--- src/rtl/sprite_drawer.sv ---
// sprite_drawer
//   Walks a SPRITE_W x SPRITE_H box anchored at a latched top-left coordinate
//   and emits one pixel write per cycle to the VGA adapter.
//     - Background mode copies background ROM pixels, erasing the character.
//     - Character mode copies character ROM pixels, skipping the colour key.
//   A single-cycle doneBG / doneChar pulse reports completion to the
//   movement FSM. The FSM then waits for the request line to fall before it
//   accepts a new request.
//
//   Both ROMs have one cycle of read latency. The scan counters drive the ROM
//   addresses combinationally. The screen position of each pixel is
//   registered alongside a valid bit, so position, ROM data and the plot
//   decision line up in the following cycle.
module sprite_drawer #(
  parameter int                  SPRITE_W    = 16,
  parameter int                  SPRITE_H    = 16,
  parameter int                  COLOUR_W    = 9,
  parameter logic [COLOUR_W-1:0] TRANSPARENT = 9'h1C7,
  parameter int                  SCREEN_W    = 320,
  parameter int                  SCREEN_H    = 240,
  localparam int                 SPR_AW      = $clog2(SPRITE_W * SPRITE_H)
) (
  input  logic                clock,
  input  logic                resetn,
  input  logic                drawBG,
  input  logic                drawChar,
  input  logic [8:0]          xCoordinate,
  input  logic [7:0]          yCoordinate,
  output logic [16:0]         bg_addr,
  input  logic [COLOUR_W-1:0] bg_data,
  output logic [SPR_AW-1:0]   spr_addr,
  input  logic [COLOUR_W-1:0] spr_data,
  output logic [8:0]          vga_x,
  output logic [7:0]          vga_y,
  output logic [COLOUR_W-1:0] colour,
  output logic                plot,
  output logic                doneBG,
  output logic                doneChar
);

  // Counter widths; a one-pixel dimension still needs a one-bit counter.
  localparam int CW = (SPRITE_W > 1) ? $clog2(SPRITE_W) : 1;
  localparam int RW = (SPRITE_H > 1) ? $clog2(SPRITE_H) : 1;

  localparam logic [CW-1:0] C_LAST = CW'(SPRITE_W - 1);
  localparam logic [RW-1:0] R_LAST = RW'(SPRITE_H - 1);

  typedef enum logic [2:0] {
    S_IDLE    = 3'd0,
    S_SCAN    = 3'd1,
    S_FLUSH   = 3'd2,
    S_DONE    = 3'd3,
    S_RELEASE = 3'd4
  } state_t;

  // Sequencer state and latched request context.
  state_t        state_r;
  logic [CW-1:0] c_r;
  logic [RW-1:0] r_r;
  logic [8:0]    x0_r;
  logic [7:0]    y0_r;
  logic          mode_char_r;   // 1: character box, 0: background box

  // Pixel pipeline: screen position of the pixel whose ROM data is arriving.
  logic [9:0]    col_r;
  logic [8:0]    row_r;
  logic          valid_r;

  // Registered completion pulses.
  logic          done_bg_r;
  logic          done_char_r;

  // Combinational helpers.
  logic [9:0]    scan_col_s;
  logic [8:0]    scan_row_s;
  logic [16:0]   row_wide_s;
  logic [16:0]   col_wide_s;
  logic          req_line_s;
  logic          on_screen_s;
  logic          keyed_s;

  // Screen position of the pixel currently being addressed. The widths are
  // wide enough that a box hanging off the right or bottom edge never wraps.
  assign scan_col_s = {1'b0, x0_r} + 10'(c_r);
  assign scan_row_s = {1'b0, y0_r} + 9'(r_r);
  assign row_wide_s = 17'(scan_row_s);
  assign col_wide_s = 17'(scan_col_s);

  // Background ROM is row-major with one screen line per row. A 320-pixel
  // pitch reduces to two shifts and an add. Clipped pixels may address past
  // the ROM; their data is discarded by the plot gate.
  if (SCREEN_W == 320) begin : g_bg_addr_320
    assign bg_addr = (row_wide_s << 8) + (row_wide_s << 6) + col_wide_s;
  end else begin : g_bg_addr_mul
    assign bg_addr = (row_wide_s * 17'(SCREEN_W)) + col_wide_s;
  end

  // Character ROM is row-major within the sprite.
  assign spr_addr = SPR_AW'((int'(r_r) * SPRITE_W) + int'(c_r));

  // The request line that started the current draw; RELEASE waits on it.
  assign req_line_s = mode_char_r ? drawChar : drawBG;

  // Plot gate: clip to the screen. Key only character pixels, because
  // background pixels must always overwrite the character.
  assign on_screen_s = (col_r < 10'(SCREEN_W)) && (row_r < 9'(SCREEN_H));
  assign keyed_s     = mode_char_r && (spr_data == TRANSPARENT);
  assign plot        = valid_r && on_screen_s && !keyed_s;
  assign colour      = mode_char_r ? spr_data : bg_data;

  assign vga_x    = col_r[8:0];
  assign vga_y    = row_r[7:0];
  assign doneBG   = done_bg_r;
  assign doneChar = done_char_r;

  // Draw sequencer: request capture, box scan, pipeline flush, done pulse,
  // and request-release handshake.
  always_ff @(posedge clock) begin
    if (!resetn) begin
      state_r     <= S_IDLE;
      c_r         <= '0;
      r_r         <= '0;
      x0_r        <= 9'd0;
      y0_r        <= 8'd0;
      mode_char_r <= 1'b0;
      col_r       <= 10'd0;
      row_r       <= 9'd0;
      valid_r     <= 1'b0;
      done_bg_r   <= 1'b0;
      done_char_r <= 1'b0;
    end else begin
      // Pulses and the pipeline valid bit are re-asserted only where needed.
      valid_r     <= 1'b0;
      done_bg_r   <= 1'b0;
      done_char_r <= 1'b0;

      case (state_r)
        S_IDLE: begin
          // Background has priority when both requests are present.
          if (drawBG) begin
            mode_char_r <= 1'b0;
            x0_r        <= xCoordinate;
            y0_r        <= yCoordinate;
            c_r         <= '0;
            r_r         <= '0;
            state_r     <= S_SCAN;
          end else if (drawChar) begin
            mode_char_r <= 1'b1;
            x0_r        <= xCoordinate;
            y0_r        <= yCoordinate;
            c_r         <= '0;
            r_r         <= '0;
            state_r     <= S_SCAN;
          end else begin
            state_r     <= S_IDLE;
          end
        end

        S_SCAN: begin
          // The address for (r,c) is on the ROM ports this cycle. Carry its
          // screen position into the pipeline for the plot next cycle.
          col_r   <= scan_col_s;
          row_r   <= scan_row_s;
          valid_r <= 1'b1;
          if (c_r == C_LAST) begin
            c_r <= '0;
            if (r_r == R_LAST) begin
              r_r     <= '0;
              state_r <= S_FLUSH;
            end else begin
              r_r     <= r_r + RW'(1);
              state_r <= S_SCAN;
            end
          end else begin
            c_r     <= c_r + CW'(1);
            state_r <= S_SCAN;
          end
        end

        S_FLUSH: begin
          // The last pixel is plotted this cycle; arm the matching done pulse.
          done_bg_r   <= !mode_char_r;
          done_char_r <= mode_char_r;
          state_r     <= S_DONE;
        end

        S_DONE: begin
          state_r <= S_RELEASE;
        end

        S_RELEASE: begin
          // A request still held high must not start a second draw.
          if (!req_line_s) begin
            state_r <= S_IDLE;
          end else begin
            state_r <= S_RELEASE;
          end
        end

        default: begin
          state_r <= S_IDLE;
        end
      endcase
    end
  end

endmodule

--- config.mk ---
export PLATFORM = sky130hd
export DESIGN_NAME = sprite_drawer
export DESIGN_NICKNAME = d
export VERILOG_FILES = /design/src/rtl/sprite_drawer.sv
export SDC_FILE = /design/constraint.sdc
export NUM_CORES = 1
export LEC_CHECK = 0
export CORE_MARGIN = 4
export CORE_UTILIZATION = 52
export CTS_CLUSTER_DIAMETER = 100
export DETAILED_ROUTE_END_ITERATION = 10
export GPL_TIMING_DRIVEN = 0
export PLACE_DENSITY = 0.91
export SKIP_LAST_GASP = 1
export SYNTH_ARGS = -nofsm -noshare
export SYNTH_HDL_FRONTEND = slang
export SYNTH_SLANG_ARGS = --single-unit
--- constraint.sdc ---
create_clock -name clock -period 5.55 [get_ports clock]
set_input_delay 0.555 -clock clock [delete_from_list [all_inputs] [get_ports clock]]
set_output_delay 0.555 -clock clock [all_outputs]
set_load 0.02 [all_outputs]
==> impl_results.md <==
- Synth Register Bits: 51
- Worst skew pair latency: 310 ps
- Cell Area, Placed: around 0.0043 sq mm
- Setup CP Type: reg -> out
- Final Hold Viols: 0
- Largest cells by area after synthesis: dfxtp_1 (31%), ha_1 (9.8%), nand2_1 (6.9%)
- CTS Buf Count: 5
- Area Growth Syn to Fin: 34.6%
- Cts hold-fix bufs: 0
- Number of global-route vias before repair: 3066
- PortBufs: around 90
- Die Y: 88.1 microns
- Synth Flop Type: dfxtp_1
- Root buffer cell: clkbuf_8
- Worst path top cell family by delay: adder cells
- Hold Path Cell Cnt: 2
- Final core area utilization: 0.740
- Antenna cells: 0
- CP Launch Type: flop
- Final Cell Area: about 0.0045 sq mm
- CP max stage delay: approximately 600 ps
- Routed len/inst: 16.5 microns
- Worst setup EP type: primary output
- Area leader, netlist: dfxtp_1
- Maximum clock insertion buffer count: 2
- EDFF count, synth: 0
- Initial antenna violation count: 0
- Slew headroom: 0.637
- Worst Path Buf+Inv: 2
- Max cap viols: 0
- Post-synth top cells: nand2_1 (61), dfxtp_1 (51), ha_1 (26)
- FFs w/ async S/R, synth: 0
- GP Congestion: ~0.9
- Final Setup Violations: 0
- Initial Util: 0.550
- Maximum fanout along the worst path: 7
- Most numerous cell in the Yosys netlist: nand2_1
- Setup_tns: 0 ps
- Worst min-delay path category: reg -> reg
- Mapped Cells: approximately 380
- RSZ-0062 raised after global routing: false
- Gr ovfl total: 0
- Sequential Area: 0.00102 sq mm
- Clock sink count: between 50 and 60
- Fill cells: 434
- Max VDD drop: ~0.00014 V
- Post-DR vias/cell: 5.62
- Largest net degree at the start of global routing: 17
- GRT Resource Usage Total: 0.235
- First-pass GRT wire length: approximately 14 mm
- DRT antenna net count: 0
- Dpl cells: between 500 and 600
- Achievable Freq: ~190 MHz
- Crit path DAT: 4740 ps
- Multi-input gate area: 0.00199 sq mm
- Final HPWL DP: around 7.0 mm
- TritonCTS clock tree: done
- Sequential fraction of the synthesis area: 0.306
- Syn. warnings: 0
- Syn Nets: between 400 and 500
- Die extent in x: between 80 and 90 microns
- Clock slew at reported path FFs: ~100 ps
- Max Slew Vio Count: 0
- DR pass1 iterations: 5
- Post-synthesis cell area: ~0.0033 sq mm
- Number of setup buffers added after CTS: 0
- Nets@finish: approximately 550
- Initial drt markers: about 210
- Final period util: 0.955
- Power density over the cells: about 220 mW/mm^2
- Layout Skew: 8.03 ps
- Post-CTS Resized: 0
- # rows: 28
- Status: complete, no violations
- Crit-path cells: ha_1, inv_1, fa_1, nor2b_1, o21ai_0, a21oi_1, xnor2_1, fa_1, ha_1, a21o_1, a2111oi_4, o21ai_1, a21oi_1, xnor2_1, clkdlybuf4s50_1
- Logic depth of the worst path, buffers included: 15
- Slowest CP cell: clkdlybuf4s50_1
- Synth top area share: 0.306
- DRC: 0
- Leakage: 0.00189 uW
- CP required: 4990 ps
- Die ar.: 0.00775 sq mm
- Fin crit period: approximately 5300 ps
- Tightest Pin Transition: around 540 ps
- Top-level port count: 93
- Power Total: approximately 980 uW
- FF-to-FF path depth: 8
- Vias: between 3000 and 4000
- Layout cell share with drive strength beyond 1: 0.130
- Synthesized area per cell: 8.68 sq um
- Core ar.: 0.00606 sq mm
- Fin cells: around 560
- Final wirelength: between 9 and 10 mm
- Post-synth cell types: between 50 and 60
- H-Tree Depth: 2
## registers in the layout, summed over array words and instances, names as in the netlist
register	flops
c_r	4
x0_r	9
mode_char_r	1
doneChar	1
doneBG	1
row_r	9
col_r	10
state_r	3
y0_r	8
r_r	4
valid_r	1
## metal layers
layer  part of all wire  vias to the layer above  GRT usage
li1                   -                     1508          -
met1               0.41                     1484      0.274
met2               0.51                      131      0.418
met3              0.065                       21     0.0564
met4              0.020                        0     0.0879
met5                  0                        -          0
## cells by family (layout without fill, tap and decap cells)
| family | after synthesis | in the layout | share of synthesized area |
|---|---|---|---|
| DFF | 51 | 51 | 0.306 |
| muxes | 10 | 10 | 0.0334 |
| AOI/OAI and AO/OA | 96 | 96 | 0.202 |
| buffers and inverters | 54 | 154 | 0.0972 |
| xor gates and xnor gates | 20 | 20 | 0.0526 |
| and+or+nand+nor | 122 | 122 | 0.181 |
| adders and majority gates | 31 | 31 | 0.128 |
## final timing paths
check	start	endpoint	slack [ps]
worst max-delay path	c_r[0]	bg_addr[16]	250
worst min register to register	y0_r[2]	y0_r[2]	480
worst max register to register	c_r[0]	col_r[6]	3350
worst min-delay path	y0_r[2]	y0_r[2]	480
## through the flow
| stage | hold slack [ps] | setup WS [ps] |
|---|---|---|
| after global placement | 452 | 761 |
| after detailed placement | 466 | 687 |
| after global routing | 504 | 70.3 |
| after CTS | 480 | 192 |
| after floorplan | 439 | 1380 |
| final | 476 | 251 |
## report_power, final
part / internal (uW) / switching, uW
combinational: 138 / 131
clock: 180 / 131
sequential: 384 / 16.1
total: 702 / 278
## cell usage in the layout, fill, tap and decap left out, types with 3 or more instances in the layout
| cell | count |
|---|---|
| buf_2 | 4 |
| a21boi_0 | 23 |
| clkdlybuf4s50_1 | 92 |
| nor2_1 | 19 |
| xnor2_1 | 13 |
| o21ai_0 | 21 |
| a21o_1 | 4 |
| ha_1 | 26 |
| and2_1 | 4 |
| mux2_2 | 9 |
| o21ba_2 | 6 |
| nor2b_1 | 7 |
| a21oi_1 | 16 |
| dfxtp_1 | 50 |
| clkbuf_8 | 5 |
| a211oi_1 | 3 |
| a21boi_1 | 4 |
| buf_6 | 3 |
| xor2_1 | 7 |
| inv_1 | 15 |
| buf_4 | 25 |
| o21bai_1 | 3 |
| clkbuf_1 | 7 |
| nand2_1 | 61 |
| nand3_1 | 6 |
| fa_1 | 5 |
| nand4_1 | 7 |
| a22oi_1 | 3 |
## worst min-delay path, delay by kind of cell (launching register included)
family,cells,cell delay (ps)
AO/OA/AOI/OAI,1,60
AND/OR/NAND/NOR,1,50
flip-flops,1,320
## area by class of cell
| class | instances | share of cell area |
|---|---|---|
| Clock buffer | 5 | 0.0153 |
| Tap cell | 75 | 0.0209 |
| Clock inverter | 3 | 0.0151 |
| Inverter | 15 | 0.0126 |
| Multi-Input combinational cell | 279 | 0.443 |
| Buffer | 39 | 0.0597 |
| Sequential cell | 51 | 0.228 |
| Timing Repair Buffer | 92 | 0.205 |
No activity file was read; power rests on OpenSTA's default activity.
